===== src/rtl/spi_target.sv =====
// SPI mode-0 target: synchronised SCK/CS/MOSI, byte RX pulse, one-entry TX holding register.
// Optional saturating error counter enabled by defining SPI_TARGET_ERR_CNT_EN.
module spi_target #(
  parameter int unsigned SyncStages = 2,
  parameter logic [7:0]  TxIdleByte = 8'hFF
) (
  input  logic       clk_sys_i,
  input  logic       rst_sys_i,
  input  logic       spi_sck_i,
  input  logic       spi_cs_ni,
  input  logic       spi_sdi_i,
  output logic       spi_sdo_o,
  output logic       spi_sdo_en_o,
  input  logic [7:0] tx_data_i,
  input  logic       tx_valid_i,
  output logic       tx_ready_o,
  output logic [7:0] rx_data_o,
  output logic       rx_valid_o,
  output logic       busy_o,
  output logic       tx_underrun_o,
  output logic [7:0] err_cnt_o
);

  typedef enum logic {IDLE, SHIFT} state_t;

  state_t                state;
  logic [SyncStages-1:0] sck_sync;
  logic [SyncStages-1:0] cs_sync;
  logic [SyncStages-1:0] sdi_sync;
  logic                  sck_s;
  logic                  cs_s;
  logic                  sdi_s;
  logic                  sck_prev;
  logic                  cs_prev;
  logic                  sck_rise;
  logic                  sck_fall;
  logic                  cs_rise;
  logic                  cs_fall;
  logic [2:0]            bit_cnt;
  logic [6:0]            rx_shift;
  logic [7:0]            tx_shift;
  logic [7:0]            hold_data;
  logic                  hold_empty;
  logic                  load;
  logic                  from_hold;
  logic                  accept;
  logic                  underrun;
  logic [7:0]            tx_load;

  assign sck_s      = sck_sync[SyncStages-1];
  assign cs_s       = cs_sync[SyncStages-1];
  assign sdi_s      = sdi_sync[SyncStages-1];
  assign sck_rise   = sck_s & ~sck_prev;
  assign sck_fall   = ~sck_s & sck_prev;
  assign cs_rise    = cs_s & ~cs_prev;
  assign cs_fall    = ~cs_s & cs_prev;
  assign spi_sdo_o  = tx_shift[7];
  assign tx_ready_o = hold_empty;

  // Pin synchronisers plus previous-value flops for edge detection.
  always_ff @(posedge clk_sys_i) begin
    if (rst_sys_i) begin
      sck_sync <= '0;
      cs_sync  <= '1;
      sdi_sync <= '0;
      sck_prev <= 1'b0;
      cs_prev  <= 1'b1;
    end else begin
      sck_sync <= {sck_sync[SyncStages-2:0], spi_sck_i};
      cs_sync  <= {cs_sync[SyncStages-2:0], spi_cs_ni};
      sdi_sync <= {sdi_sync[SyncStages-2:0], spi_sdi_i};
      sck_prev <= sck_s;
      cs_prev  <= cs_s;
    end
  end

  // Shift-register load events and their data source.
  always_comb begin
    load = 1'b0;
    if (state == IDLE) begin
      load = cs_fall;
    end else begin
      load = ~cs_rise & sck_fall & (bit_cnt == 3'd0);
    end
    from_hold = load & ~hold_empty;
    underrun  = load & hold_empty;
    accept    = tx_valid_i & hold_empty;
    tx_load   = from_hold ? hold_data : TxIdleByte;
  end

  // One-entry TX holding register; a coincident accept stays buffered.
  always_ff @(posedge clk_sys_i) begin
    if (rst_sys_i) begin
      hold_empty <= 1'b1;
      hold_data  <= 8'h00;
    end else if (from_hold) begin
      hold_empty <= 1'b1;
    end else if (accept) begin
      hold_data  <= tx_data_i;
      hold_empty <= 1'b0;
    end
  end

  // Frame FSM: CS rise wins over a same-cycle SCK edge.
  always_ff @(posedge clk_sys_i) begin
    if (rst_sys_i) begin
      state         <= IDLE;
      bit_cnt       <= 3'd0;
      rx_shift      <= 7'h00;
      tx_shift      <= 8'h00;
      rx_data_o     <= 8'h00;
      rx_valid_o    <= 1'b0;
      busy_o        <= 1'b0;
      spi_sdo_en_o  <= 1'b0;
      tx_underrun_o <= 1'b0;
    end else begin
      rx_valid_o    <= 1'b0;
      tx_underrun_o <= underrun;
      unique case (state)
        IDLE: begin
          if (cs_fall) begin
            state        <= SHIFT;
            busy_o       <= 1'b1;
            spi_sdo_en_o <= 1'b1;
            bit_cnt      <= 3'd0;
            tx_shift     <= tx_load;
          end
        end
        SHIFT: begin
          if (cs_rise) begin
            state        <= IDLE;
            busy_o       <= 1'b0;
            spi_sdo_en_o <= 1'b0;
            bit_cnt      <= 3'd0;
            tx_shift     <= 8'h00;
          end else if (sck_rise) begin
            rx_shift <= {rx_shift[5:0], sdi_s};
            bit_cnt  <= bit_cnt + 3'd1;
            if (bit_cnt == 3'd7) begin
              rx_data_o  <= {rx_shift, sdi_s};
              rx_valid_o <= 1'b1;
            end
          end else if (sck_fall) begin
            if (bit_cnt == 3'd0) begin
              tx_shift <= tx_load;
            end else begin
              tx_shift <= {tx_shift[6:0], 1'b0};
            end
          end
        end
      endcase
    end
  end

`ifdef SPI_TARGET_ERR_CNT_EN
  logic       abort;
  logic [7:0] err_cnt;

  assign abort     = (state == SHIFT) & cs_rise & (bit_cnt != 3'd0);
  assign err_cnt_o = err_cnt;

  // Saturating count of underruns and mid-byte aborts.
  always_ff @(posedge clk_sys_i) begin
    if (rst_sys_i) begin
      err_cnt <= 8'h00;
    end else if ((underrun | abort) && err_cnt != 8'hFF) begin
      err_cnt <= err_cnt + 8'd1;
    end
  end
`else
  assign err_cnt_o = 8'h00;
`endif

endmodule


===== config.mk =====
export PLATFORM = sky130hd
export DESIGN_NAME = spi_target
export DESIGN_NICKNAME = d
export VERILOG_FILES = /design/src/rtl/spi_target.sv
export SDC_FILE = /design/constraint.sdc
export NUM_CORES = 1
export LEC_CHECK = 0
export BUFFER_PORTS_ARGS = -buffer_cell sky130_fd_sc_hd__buf_4
export CAP_MARGIN = 10
export CORE_ASPECT_RATIO = 0.5
export CORE_MARGIN = 8
export CORE_UTILIZATION = 50
export CTS_CLUSTER_DIAMETER = 200
export CTS_CLUSTER_SIZE = 14
export DETAILED_ROUTE_END_ITERATION = 10
export MAX_ROUTING_LAYER = met4
export PLACE_DENSITY_LB_ADDON = 0.3
export SETUP_SLACK_MARGIN = 0.05
export SLEW_MARGIN = 20
export SYNTH_ARGS = -nofsm -noshare
export SYNTH_HDL_FRONTEND = slang
export SYNTH_SLANG_ARGS = --single-unit

===== constraint.sdc =====
create_clock -name clk_sys_i -period 1.55 [get_ports clk_sys_i]
set_input_delay 0.155 -clock clk_sys_i [delete_from_list [all_inputs] [get_ports clk_sys_i]]
set_output_delay 0.155 -clock clk_sys_i [all_outputs]
set_load 0.005 [all_outputs]

After elaboration in Yosys (flattened, before gate mapping). Index checks and enable logic that the tools add are counted.

Add/subtract/negate cells: 1. Equality and inequality tests: 6. Multiplexer cells: 19. Bitwise operators: 18. Reductions and logical operators: 9.

Operators with widths (number): 8-bit 2-to-1 mux (6); 8-bit case mux with 2 select lines (1); 1-bit bitwise AND (9); 3-bit 2-to-1 mux (3); 1-bit NOT (9); 1-bit 2-to-1 mux (6); 3-bit by 1-bit inequality test with 1-bit output (second input constant) (2); 3-bit case mux with 2 select lines (1); 2-bit AND reduction (3); 3-bit AND reduction (2); 1-bit case mux with 2 select lines (2); 4-bit AND reduction (1); 4-bit OR reduction (1); 3-bit by 1-bit adder with 3-bit output (second input constant) (1); 3-bit equality test (second input constant) (1); 3-bit zero test (1); 3-bit by 2-bit inequality test with 1-bit output (second input constant) (1); 2-bit by 1-bit inequality test with 1-bit output (second input constant) (1); 2-bit inequality test (second input constant) (1); 2-bit OR reduction (1).

Register bits: 47. Input port bits: 14. Output and inout bits: 22. Logic and storage cells: 68.

Depth between registers and ports, before layout.
Word-level depth: 13. Mapped depth: 7.

Least setup slack after synthesis. OpenSTA, ideal clock, no wires.

Path type: reg-to-reg. From: reg bit_cnt[0]. To: reg hold_empty, in the netlist tx_ready_o. Setup time: 0.114 ns. Arrival time: 1.270 ns. Path slack: 0.166 ns. Cell stages (with the launch flop): 7. Buffers on the path: 0. Clock period less this slack: 1.384 ns. Cell sequence: dfxtp_1 > inv_1 > ha_1 > nor2b_1 > a41oi_4 > nand2b_1 > a21o_1.

Longest elaborated chain between the ends: 5.

RTL lines: start, declared (line 39) `logic [2:0] bit_cnt;`; start signal, assigned (line 138) `bit_cnt <= bit_cnt + 3'd1;`; 3-bit zero test (line 83) `load = ~cs_rise & sck_fall & (bit_cnt == 3'd0);`; 1-bit bitwise AND (line 83); 1-bit 2-to-1 mux (line 80) `if (state == IDLE) begin`; 1-bit bitwise AND (line 85) `from_hold = load & ~hold_empty;`; 2-bit OR reduction (no line); end signal, assigned (line 94) `hold_empty <= 1'b1;`; end signal, assigned (line 97) `hold_empty <= 1'b1;`; end signal, assigned (line 100) `hold_empty <= 1'b0;`; end, declared (line 43) `logic hold_empty;`.

Every way passes these cells. A chain may end at the register's enable or synchronous reset.

Final worst setup path.
From: reg bit_cnt[1]. To: reg hold_empty, in the netlist tx_ready_o.

The elaborated chain is that of the path after synthesis.

==> results.sh <==
export IMPL_status="complete, no violations"
export IMPL_crit_chain="inv_1, ha_1, nor2b_4, a41oi_4, nand2b_1, a21o_1"
export IMPL_worst_path_largest_cell_delay_ps=370
export IMPL_track_usage_pct=13.2
export IMPL_ant_nets=0
export IMPL_holdPathStages=2
export IMPL_crit_arrival_ps=1620
export IMPL_clk_latency_ps=300
export IMPL_met2_usage_pct=21.6
export IMPL_path_class="flip-flop to flip-flop"
export IMPL_swShare_pct=23.5
export IMPL_rsz0062_at_grt="yes"
export IMPL_syn_avg_cell_area_sq_um=8.80
export IMPL_seq_area_sq_um=943
export IMPL_core_sq_mm=0.00384
export IMPL_synthFlopType="dfxtp_1"
export IMPL_r2r_slack_ps=130
export IMPL_grt_pass1_wl_microns=6600
export IMPL_async_flop_share_pct=0
export IMPL_ys_seq_elements=47
export IMPL_syn_cell_area_sq_mm=0.00196
export IMPL_ys_top_cells_by_area="dfxtp_1, a21oi_1, nand2_1"
export IMPL_busiest_layer="met2"
export IMPL_timing_hold_violations_final=0
export IMPL_antennaDiodeCount=0
export IMPL_comb_power_share_pct=10.5
export IMPL_grt_pass1_vias=1544
export IMPL_area_growth_pct=20.9
export IMPL_post_place_ws_ps=61.3
export IMPL_hold_start="spi_cs_ni"
export IMPL_fin_setup_tns_ps=0
export IMPL_intPower_w=0.00181
export IMPL_yosys_warnings=0
export IMPL_die_w_microns=105
export IMPL_finalClockSkew_ps=5.50
export IMPL_portBuffers=27
export IMPL_grt_remaining_overflow=0
export IMPL_min_period_ps=1420
export IMPL_antenna_found_initial=0
export IMPL_syn_inst=223
export IMPL_wl_microns=4130
export IMPL_drtIter0Drc=57
export IMPL_yosysSeqAreaShare_pct=47.9
export IMPL_slew_violations=0
export IMPL_powerDensity_mw_per_mm2=998
export IMPL_fmax_mhz=705
export IMPL_multi_input_area_sq_um=945
export IMPL_synth_top_area_share_pct=47.9
export IMPL_met1_usage_pct=14.3
export IMPL_place_hpwl_microns=2750
export IMPL_power_frac_seq_pct=56.3
export IMPL_viasPerCell=5.43
export IMPL_layout_cells_most_common="dfxtp_1"
export IMPL_rows=16
export IMPL_gp_congestion=0.861
export IMPL_crit_slowest_cell="dfxtp_1"
export IMPL_period_share_pct=91.4
export IMPL_die_y_microns=60.3
export IMPL_end_kind="flip-flop"
export IMPL_fin_ws_ps=133
export IMPL_vias=1663
export IMPL_synth_enable_flop_cells=0
export IMPL_grtUsageMet3_pct=5.59
export IMPL_layout_nets=268
export IMPL_synth_cell_type_count=32
export IMPL_reg2reg_depth=6
export IMPL_io_pin_count=36
export IMPL_cts_sinks=47
export IMPL_clock_path_buffers=2
export IMPL_cts_htree_levels=2
export IMPL_fill_cells=354
export IMPL_synth_top_area_cell="dfxtp_1"
export IMPL_leakage_nw=0.895
export IMPL_drv_cap=0
export IMPL_switchingPower_w=0.000556
export IMPL_critPathMaxFanout=5
export IMPL_min_path_type="input pin to flip-flop"
export IMPL_start_kind="flip-flop"
export IMPL_cts_tree="built"
export IMPL_setup_violations=0
export IMPL_rr_endpoint="tx_ready_o"
export IMPL_numCtsBuffers=5
export IMPL_start_util_pct=51.1
export IMPL_drc=0
export IMPL_final_core_util_pct=61.8
export IMPL_hold_end="cs_sync[0]"
export IMPL_clock_root_buffer="clkbuf_8"
export IMPL_r2r_start="bit_cnt[1]"
export IMPL_wire_per_inst_microns=13.5
export IMPL_firstDrtPassIters=6
export IMPL_p_clk_share_pct=33.2
export IMPL_hold_worst_slack_ps=34.4
export IMPL_ir_drop_uv=474
export IMPL_layout_common_cells="dfxtp_1, buf_4, nand2_1"
export IMPL_clk_pin_slew_ps=80
export IMPL_die_area_sq_mm=0.00631
export IMPL_worstPathRequired_ps=1750
export IMPL_layout_drive_gt1_share_pct=23.0
export IMPL_grt_max_degree=27
sequential cells by signal, indices dropped and copies added (netlist names), 2 cells and up:
signal,cells
rx_data_o,8
hold_data,8
bit_cnt,3
rx_shift,7
sdi_sync,2
sck_sync,2
cs_sync,2
tx_shift,8
cell usage after synthesis, drive strengths merged (3+ instances only):
library cell and n:
a21oi 27, ha 3, nand2 33, o22ai 7, buf 16, nor2b 9, or2 4, inv 4
o311ai 8, o21ai 4, nor2 5, nand2b 4, nand3 18, dfxtp 47, nor3 7, a32oi 9
clkbuf 8
area by class of cell:
cell class | instances | area share [%]
multi-input cells | 156 | 39.8
flip-flops and latches | 47 | 39.7
repair buffers | 37 | 12.8
clock buffers | 8 | 4.22
well taps | 54 | 2.85
inverters | 4 | 0.633
cells by family after synthesis:
logic type / after synthesis / share of synthesized area [%]
simple gates: 86 / 21.8
compound gates: 58 / 19.9
flops: 47 / 47.9
buf+inv: 28 / 8.28
fa+ha+maj: 3 / 1.91
other cells: 1 / 0.191
how the worst max path moves through the flow:
| stage | from | to | cells after the start | slack [ps] |
|---|---|---|---|---|
| floorplan | bit_cnt[0] | tx_ready_o | 6 | 170 |
| global placement | state | tx_shift[0] | 4 | 110 |
| detailed placement | bit_cnt[0] | tx_ready_o | 6 | 60 |
| CTS | bit_cnt[0] | tx_ready_o | 6 | 40 |
| global route | bit_cnt[0] | tx_shift[0] | 6 | 40 |
| finish | bit_cnt[1] | tx_ready_o | 6 | 130 |
through the flow:
step / std cells / area, sq um / power, W
after floorplan: 230 / 1990 / 0.00152
after global placement: 295 / 2180 / 0.00157
after detailed placement: 295 / 2180 / 0.00158
after CTS: 303 / 2280 / 0.00236
after global routing: 306 / 2370 / 0.00249
final: 306 / 2370 / 0.00237
power by group through the flow:
stage	Clock [W]	Sequential, W	Combinational, W
3_5_place_dp	0	0.00136	0.000228
3_3_place_gp	0	0.00135	0.000221
6_report	0.000786	0.00134	0.000248
5_1_grt	0.000874	0.00134	0.000276
2_1_floorplan	0	0.00134	0.000178
4_1_cts	0.000806	0.00133	0.000229
worst max-delay path: cells and delay by family, from the launching register on:
| family | cells | cell delay (ps) |
|---|---|---|
| AOI/OAI and AO/OA | 2 | 470 |
| DFF | 1 | 370 |
| and+or+nand+nor | 2 | 240 |
| adders and majority gates | 1 | 190 |
| buffers and inverters | 1 | 60 |
metal layers:
| metal | vias up | routed length (microns) |
|---|---|---|
| met5 | - | 0 |
| met4 | 0 | 48 |
| met3 | 7 | 292 |
| met2 | 42 | 1910 |
| met1 | 780 | 1870 |
| li1 | 834 | - |
repair_timing:
action | 4_1_cts | 5_1_grt
pin swaps | 0 | 2
cloned | 0 | 1
endpoints found under the setup margin | 1 | 24
hold buffers | 0 | 0
buffers inserted | 0 | 2
resized for setup | 0 | 18
No activity file was read; power rests on OpenSTA's default activity.
